`config.mk`:
```
export PLATFORM = sky130hd
export DESIGN_NAME = exc_ctrl
export DESIGN_NICKNAME = d
export VERILOG_FILES = /design/src/rtl/cp0_pkg.sv /design/src/rtl/exc_prio_arb.sv /design/src/rtl/exc_ctrl.sv
export SDC_FILE = /design/constraint.sdc
export NUM_CORES = 1
export LEC_CHECK = 0
export CORE_MARGIN = 2
export CORE_UTILIZATION = 40
export CTS_CLUSTER_SIZE = 16
export DETAILED_ROUTE_END_ITERATION = 8
export DONT_BUFFER_PORTS = 1
export PLACE_DENSITY = 0.65
export SLEW_MARGIN = 25
export SYNTH_ARGS = -nofsm -noshare
export SYNTH_HDL_FRONTEND = slang
export SYNTH_SLANG_ARGS = --single-unit
```
`constraint.sdc`:
```
create_clock -name clk -period 2.15 [get_ports clk]
set_input_delay 0.3225 -clock clk [delete_from_list [all_inputs] [get_ports clk]]
set_output_delay 0.3225 -clock clk [all_outputs]
set_load 0.05 [all_outputs]
```
`src/rtl/cp0_pkg.sv`:
```
// Shared definitions for the exception sequencer: ExcCodes, Status bit
// positions, the default handler vector and the sequencer state encoding.
package cp0_pkg;

    localparam logic [4:0] EXC_INT     = 5'b00000;
    localparam logic [4:0] EXC_SYSCALL = 5'b01000;
    localparam logic [4:0] EXC_BREAK   = 5'b01001;
    localparam logic [4:0] EXC_TEQ     = 5'b01101;

    localparam int ST_IE      = 0;
    localparam int ST_SYS_EN  = 1;
    localparam int ST_BRK_EN  = 2;
    localparam int ST_TEQ_EN  = 3;
    localparam int ST_IM_BASE = 8;

    localparam logic [31:0] VEC_ADDR_DEF = 32'h0040_0004;

    typedef enum logic [2:0] {
        S_IDLE    = 3'd0,
        S_ENTRY   = 3'd1,
        S_VECTOR  = 3'd2,
        S_HANDLER = 3'd3,
        S_RET     = 3'd4,
        S_RET_JMP = 3'd5
    } exc_state_e;

    // Synchronous causes resume after the faulting instruction; interrupts
    // resume at the interrupted instruction, which never executed.
    function automatic logic resumes_after(input logic [4:0] cause);
        return (cause != EXC_INT);
    endfunction

endpackage

```
`src/rtl/exc_prio_arb.sv`:
```
// Combinational mask and fixed-priority pick between synchronous requests
// and pending interrupts. Grant layout: {teq, syscall, break, irq[IRQ_W-1:0]}.
module exc_prio_arb
    import cp0_pkg::*;
#(
    parameter int IRQ_W = 4
) (
    input  logic             req_syscall,
    input  logic             req_break,
    input  logic             req_teq,
    input  logic [IRQ_W-1:0] irq_pend,
    input  logic [31:0]      status_in,
    output logic [IRQ_W+2:0] grant,
    output logic [4:0]       cause
);

    localparam int G_BRK = IRQ_W;
    localparam int G_SYS = IRQ_W + 1;
    localparam int G_TEQ = IRQ_W + 2;

    logic [IRQ_W-1:0] irq_en_s;
    logic             irq_found_s;
    logic             unused_status_s;

    assign irq_en_s        = irq_pend & status_in[ST_IM_BASE +: IRQ_W];
    assign unused_status_s = ^status_in;

    // Pick one winner: BREAK > SYSCALL > TEQ > lowest-index enabled irq.
    always_comb begin
        grant       = '0;
        cause       = EXC_INT;
        irq_found_s = 1'b0;
        if (!status_in[ST_IE]) begin
            grant = '0;
        end else if (req_break && status_in[ST_BRK_EN]) begin
            grant[G_BRK] = 1'b1;
            cause        = EXC_BREAK;
        end else if (req_syscall && status_in[ST_SYS_EN]) begin
            grant[G_SYS] = 1'b1;
            cause        = EXC_SYSCALL;
        end else if (req_teq && status_in[ST_TEQ_EN]) begin
            grant[G_TEQ] = 1'b1;
            cause        = EXC_TEQ;
        end else begin
            for (int i = 0; i < IRQ_W; i++) begin
                grant[i]    = irq_en_s[i] & ~irq_found_s;
                irq_found_s = irq_found_s | irq_en_s[i];
            end
        end
    end

endmodule

```
`src/rtl/exc_ctrl.sv`:
```
// Exception sequencer: tracks pending interrupts, runs the entry/return
// handshake with CP0 and stalls/redirects the PC around it.
module exc_ctrl
    import cp0_pkg::*;
#(
    parameter int          IRQ_W    = 4,
    parameter logic [31:0] VEC_ADDR = VEC_ADDR_DEF
) (
    input  logic             clk,
    input  logic             rst,
    input  logic [31:0]      pc_in,
    input  logic             req_syscall,
    input  logic             req_break,
    input  logic             req_teq,
    input  logic             req_eret,
    input  logic [IRQ_W-1:0] irq,
    input  logic [31:0]      status_in,
    input  logic [31:0]      epc_in,
    output logic             cp0_exc,
    output logic [4:0]       cp0_cause,
    output logic [31:0]      cp0_epc,
    output logic             cp0_eret,
    output logic             stall,
    output logic             redirect,
    output logic [31:0]      pc_target,
    output logic             in_handler,
    output logic             double_fault
);

    exc_state_e       state_q, state_d;
    logic [4:0]       cause_q, cause_d;
    logic [31:0]      epc_q, epc_d;
    logic [IRQ_W-1:0] irq_prev_q, irq_prev_d;
    logic [IRQ_W-1:0] irq_pend_q, irq_pend_d;
    logic             dfault_q, dfault_d;

    logic [IRQ_W+2:0] arb_grant_s;
    logic [4:0]       arb_cause_s;
    logic             arb_valid_s;
    logic [IRQ_W-1:0] irq_ack_s;
    logic             sync_any_s;

    exc_prio_arb #(.IRQ_W(IRQ_W)) u_arb (
        .req_syscall (req_syscall),
        .req_break   (req_break),
        .req_teq     (req_teq),
        .irq_pend    (irq_pend_q),
        .status_in   (status_in),
        .grant       (arb_grant_s),
        .cause       (arb_cause_s)
    );

    assign arb_valid_s = |arb_grant_s;
    assign sync_any_s  = req_syscall | req_break | req_teq;

    // Next-state, latched cause/PC, pending-irq update and output decode.
    always_comb begin
        state_d      = state_q;
        cause_d      = cause_q;
        epc_d        = epc_q;
        dfault_d     = dfault_q;
        irq_ack_s    = '0;
        cp0_exc      = 1'b0;
        cp0_cause    = 5'b00000;
        cp0_epc      = 32'h0000_0000;
        cp0_eret     = 1'b0;
        stall        = 1'b0;
        redirect     = 1'b0;
        pc_target    = 32'h0000_0000;
        in_handler   = 1'b0;
        double_fault = 1'b0;

        case (state_q)
            S_IDLE: begin
                if (arb_valid_s) begin
                    state_d   = S_ENTRY;
                    cause_d   = arb_cause_s;
                    epc_d     = pc_in;
                    irq_ack_s = arb_grant_s[IRQ_W-1:0];
                    stall     = 1'b1;
                end else begin
                    state_d = S_IDLE;
                end
            end
            S_ENTRY: begin
                cp0_exc   = 1'b1;
                cp0_cause = cause_q;
                cp0_epc   = epc_q;
                stall     = 1'b1;
                state_d   = S_VECTOR;
            end
            S_VECTOR: begin
                redirect  = 1'b1;
                pc_target = VEC_ADDR;
                state_d   = S_HANDLER;
            end
            S_HANDLER: begin
                in_handler = 1'b1;
                if (sync_any_s) begin
                    dfault_d = 1'b1;
                end else begin
                    dfault_d = dfault_q;
                end
                if (req_eret) begin
                    stall   = 1'b1;
                    state_d = S_RET;
                end else begin
                    state_d = S_HANDLER;
                end
            end
            S_RET: begin
                cp0_eret = 1'b1;
                stall    = 1'b1;
                state_d  = S_RET_JMP;
            end
            S_RET_JMP: begin
                redirect  = 1'b1;
                pc_target = resumes_after(cause_q) ? (epc_in + 32'd4) : epc_in;
                state_d   = S_IDLE;
            end
            default: begin
                state_d = S_IDLE;
            end
        endcase

        irq_pend_d = (irq_pend_q | (irq & ~irq_prev_q)) & ~irq_ack_s;
        irq_prev_d = irq;

        // Reset silences every output in the same cycle, including strobes.
        if (rst) begin
            cp0_exc      = 1'b0;
            cp0_cause    = 5'b00000;
            cp0_epc      = 32'h0000_0000;
            cp0_eret     = 1'b0;
            stall        = 1'b0;
            redirect     = 1'b0;
            pc_target    = 32'h0000_0000;
            in_handler   = 1'b0;
            double_fault = 1'b0;
        end else begin
            double_fault = dfault_q;
        end
    end

    // State, latched exception context, irq edge/pending and sticky fault.
    always_ff @(posedge clk) begin
        if (rst) begin
            state_q    <= S_IDLE;
            cause_q    <= 5'b00000;
            epc_q      <= 32'h0000_0000;
            irq_prev_q <= '0;
            irq_pend_q <= '0;
            dfault_q   <= 1'b0;
        end else begin
            state_q    <= state_d;
            cause_q    <= cause_d;
            epc_q      <= epc_d;
            irq_prev_q <= irq_prev_d;
            irq_pend_q <= irq_pend_d;
            dfault_q   <= dfault_d;
        end
    end

endmodule
```
### Word-level counts from Yosys, hierarchy flattened

Cells that the tools add are included.

* reductions and logical operators: 10
* bitwise logic cells: 16
* add/subtract/negate cells: 1
* eq/ne operators: 5
* muxes and demuxes: 38

Operators with widths (number)
* 32-bit 2-to-1 mux: 4
* 32-bit case mux with 2 select lines: 1
* 32-bit by 3-bit adder with 32-bit output (second input constant): 1
* 5-bit 2-to-1 mux: 5
* 4-bit 2-to-1 mux: 6
* 1-bit 2-to-1 mux: 17
* 3-bit case mux with 5 select lines: 1
* 4-bit AND: 3
* 4-bit NOT: 2
* 7-bit 2-to-1 mux: 1
* 7-bit OR reduction: 1
* 3-bit by 2-bit == test with 1-bit output (second input constant): 2
* 3-bit == test (second input constant): 2
* 5-bit nonzero test: 1
* 1-bit bitwise OR: 4
* 4-bit bitwise OR: 1
* 2-bit AND reduction: 2
* 2-bit OR reduction: 2
* 1-bit AND: 3
* 3-bit by 1-bit == test with 1-bit output (second input constant): 1
* 1-bit logical AND: 3
* 3-bit logical NOT: 1
* 3-bit 2-to-1 mux: 1
* 1-bit NOT: 3
* 2 further kinds: 2

* logic and storage cells: 76
* output and inout bits: 75
* bits of input ports: 106
* register bits after elaboration: 49

### Longest topological paths before layout

* word-level depth: 14
* depth in mapped cells: 6
* depth with buffers taken out: 5

### By module

From an unflattened synthesis, not the netlist that was laid out.

* cell total of the unflattened synthesis: 431
* area total of the unflattened synthesis: 3009.1 um2

By module, submodules not included
* exc_ctrl: times used 1, seq. area each 980.9 um2, area an instance 2851.5 um2, cells an instance 406
* exc_prio_arb: times used 1, seq. area each 0.0 um2, area an instance 157.7 um2, cells an instance 25

### Worst setup path before layout

No wires, ideal clock.

* path type: in2out
* start: input epc_in[2]
* end: output pc_target[22]
* required time: 1.827 ns
* stages on the path: 6
* buffers on the path: 1
* path slack: -0.650 ns
* arrival time: 2.477 ns
* cell sequence: ha_1 -> o311ai_1 -> or3_1 -> clkbuf_1 -> or4_1 -> a31oi_1

* longest elaborated chain between the ends: 4

RTL lines
* start: declaration: RTL line exc_ctrl.sv:18 `input logic [31:0] epc_in,`
* 32-bit by 3-bit adder with 32-bit output: RTL line exc_ctrl.sv:118 `pc_target = resumes_after(cause_q) ? (epc_in + 32'd4) : epc_in;`
* 32-bit 2-to-1 mux: RTL line exc_ctrl.sv:118
* 32-bit case mux with 2 select lines: RTL line exc_ctrl.sv:73 `case (state_q)`
* 32-bit 2-to-1 mux: RTL line exc_ctrl.sv:130 `if (rst) begin`
* end: declaration: RTL line exc_ctrl.sv:25 `output logic [31:0] pc_target,`

Every way passes these cells.

### Final worst setup path

* start: register cause_q[0]
* end: output pc_target[23]

* longest elaborated chain between the ends: 4

RTL lines
* start: declaration: RTL line exc_ctrl.sv:31 `logic [4:0] cause_q, cause_d;`
* start signal: assignment: RTL line exc_ctrl.sv:156 `cause_q <= cause_d;`
* 5-bit nonzero test: RTL line cp0_pkg.sv:30 `return (cause != EXC_INT);`
* 32-bit 2-to-1 mux: RTL line exc_ctrl.sv:118
* 32-bit case mux with 2 select lines: RTL line exc_ctrl.sv:73
* 32-bit 2-to-1 mux: RTL line exc_ctrl.sv:130

Every way passes these cells.

==> run summary <==
reg2reg end -> cause_q[0]
CTS H-tree depth -> 2
type of the worst setup path -> reg -> out
residual DRC count -> 0
power share of the sequential group -> 46.6%
endpoints failing hold -> 0
switching portion of total power -> 32.19%
number of setup violations in the final report -> 14
Clock Path Buffers -> 2
min setup slack post-route -> -0.2575 ns
pwr dens -> 410.4 nW/um^2
final critical delay including setup and external delays -> 2.407 ns
total internal power -> 1.426 mW
static leakage -> 1.913 nW
CP peak stage delay -> 0.53 ns
Primary FF master, synth -> sky130_fd_sc_hd__dfxtp_1
number of max-slew violations in the final report -> 0
fraction of layout cells with a size suffix above 1 -> 37.90%
detailed placement HPWL -> 6968 um
Worst Setup EP -> pc_target[23]
Port-buffer cells -> 0
Syn. warnings -> 0
commonest non-fill, non-tap cell in the layout -> sky130_fd_sc_hd__nand2_1
flop and latch count out of synthesis -> 47
critical path's slowest cell -> sky130_fd_sc_hd__or4_4
maximum operating frequency -> 415.4 MHz
final period utilization -> 112.0%
data arrival time at the worst-slack endpoint -> 2.08 ns
VDD IR-drop max -> 0.0004869 V
via total after detailed routing -> 3284
Root Buffer -> sky130_fd_sc_hd__clkbuf_8
Buf/Inv on CP -> 1
IO Count -> 181
run status -> complete, but fails checks
area delta synth->final -> 74.88%
sequential-to-total area share from yosys stat -> 32.12%
iteration count of the initial detailed-routing pass -> 4
detail-routed via count per cell -> 5.446
final-layout worst hold slack -> 0.09362 ns
Final ANT Viol Nets -> 0
data required time of the critical path -> 1.83 ns
asr flop ratio synth -> 0%
TritonCTS buffer count -> 5
first-pass GRT wire length -> 14280 um
type of origin of the critical path -> register
finished layout cell area -> 5122 sq um
most used cell, CP -> sky130_fd_sc_hd__or4_4
reg-to-reg critical path startpoint -> state_q[2]
height of the die -> 89.57 um
cells on worst reg2reg path -> 6
Worst Setup End Kind -> primary output
horizontal die dimension -> 89.57 um
most frequent cells in the layout -> sky130_fd_sc_hd__nand2_1, sky130_fd_sc_hd__buf_12, sky130_fd_sc_hd__buf_4
ordered cell list for the critical path -> nor3_4, or4_4, or4_4, a21oi_4, buf_12
total global-route track usage -> 22.25%
NumNets Final -> 610
std cell rows -> 31
Max-cap violations -> 0
number of gates on the worst path with buffers counted -> 5
area enclosed by the die boundary -> 8023 sq um
power share of the combinational group -> 28.1%
count of cell types in the netlist -> 54
number of global-route vias before repair -> 3251
summed instance area of the synthesized netlist -> 2929 sq um
register-to-register setup slack -> 0.20 ns
switching power -> 0.6767 mW
clock tree sinks -> 47
number of antenna violations at the first check in global routing -> 0
Avg WL per Cell -> 16.15 um
clock tree from TritonCTS -> done
Post-CTS Hold Fix Bufs -> 0
RSZ-0062 raised after global routing -> yes
GPL Wtd Cong -> 0.9100
Worst Path Max Fanout -> 6
EDFF count, synth -> 0
Cells after Synth -> 407
worst min path class -> in -> reg
Top delay family on crit path -> simple AND/OR/NAND/NOR gates
accumulated negative setup slack -> -2.260 ns
Setup WS pre-CTS -> -0.05900 ns
placed standard-cell area -> 4648 sq um
portion of total power attributed to the clock network -> 25.3%
number of diodes added for antenna fixing -> 0
Post-Synthesis Mean Instance Area -> 7.197 sq um
clk_skew -> 0.005686 ns
failing checks -> setup timing
pin count of the biggest net entering global routing -> 56
initial cell density of the core -> 40.82%
clock input transition at the sequential cells of the worst setup and hold paths -> 0.09 ns
critical path launch point -> cause_q[0]
later-pin clock latency in the skew report -> 0.29 ns
GRT Residual Overflow -> 0
final wirelength -> 9738 um
area of the core -> 7176 sq um
violation count after the first detailed-routing iteration -> 99
## per-stage QoR
step           instances  utilization (%)  total power [mW]
6_report             603            71.39             2.102
5_1_grt              603            71.39             2.213
4_1_cts              594            68.40             2.071
3_5_place_dp         581            64.78             1.522
3_3_place_gp         581            64.78             1.503
2_1_floorplan        408                -             1.355
## logic make-up after synthesis
group,after synthesis,share of synthesized area (%)
DFF,47,32.12
and+or+nand+nor,218,38.96
xor gates and xnor gates,10,2.990
adders and majority gates,1,0.4271
buffers and inverters,39,5.638
other,1,0.1280
AOI/OAI and AO/OA,83,16.96
muxes,8,2.777
## power groups by stage
stage               registers (mW)  logic, mW  clock network [mW]
floorplan                    0.994      0.362                   0
global placement             0.996      0.507                   0
detailed placement            1.00      0.521                   0
CTS                          0.979      0.543               0.549
global route                 0.992      0.639               0.583
finish                       0.981      0.591               0.531
## synth_stat cells, drive strengths merged (2+ instances only)
library cell,instances,area (sq um)
nand3,12,60.06
or3,10,62.56
mux2i,7,70.07
nor2b,5,31.28
and4,3,26.28
a21oi,52,260.3
nor3,9,45.04
clkbuf,20,75.07
inv,13,48.80
or4,5,45.04
nand4b,2,17.52
xnor2,5,43.79
buf,6,41.28
a21boi,2,15.01
nand2,87,326.6
a222oi,2,20.02
a21o,2,15.01
a311oi,2,17.52
nor4,5,31.28
o311ai,2,17.52
o21ai,8,40.04
and2,38,237.7
nand4,7,65.06
nor2,20,75.07
dfxtp,47,940.9
xor2,5,43.79
nor4b,3,26.28
a31oi,2,18.77
or2,6,37.54
o31ai,3,22.52
## flip-flops by register name (all words and copies together), names as in the netlist
register    count
epc_q          32
irq_pend_q      4
irq_prev_q      4
cause_q         3
state_q         3
dfault_q        1
## layer usage
layer | global-route usage [%] | share of wire, % | up-vias | wire length [um]
li1 | - | - | 1593 | -
met1 | 23.57 | 36 | 1545 | 3489
met2 | 41.18 | 53 | 132 | 5122
met3 | 7.861 | 9.8 | 14 | 958
met4 | 6.649 | 1.7 | 0 | 167
met5 | 0 | 0 | - | 0
## cell type report
cell class                      instances  area [sq um]
Timing Repair Buffer                  113          1629
Clock inverter                          3         20.02
Tap cell                               99         123.9
Inverter                               13         48.80
Fill cell                             515          2053
Clock buffer                            5         68.82
Multi-Input combinational cell        323          2277
Sequential cell                        47         954.7
## repair_timing
| action | 4_1_cts | 5_1_grt |
|---|---|---|
| buffers inserted | 5 | 7 |
| setup endpoints to repair | 20 | 25 |
| cloned | 0 | 2 |
| resized for setup | 29 | 23 |
| pin swaps | 9 | 9 |
## how the worst min path moves through the flow
stage,from,endpoint,depth (start not counted)
after global routing,rst,irq_pend_q[0],1
final,rst,irq_pend_q[0],1
after global placement,rst,cause_q[3],1
after floorplan,epc_q[0],epc_q[0],2
after CTS,rst,epc_q[24],1
after detailed placement,rst,cause_q[0],1
Note: power is estimated with default switching activity, not from simulation.
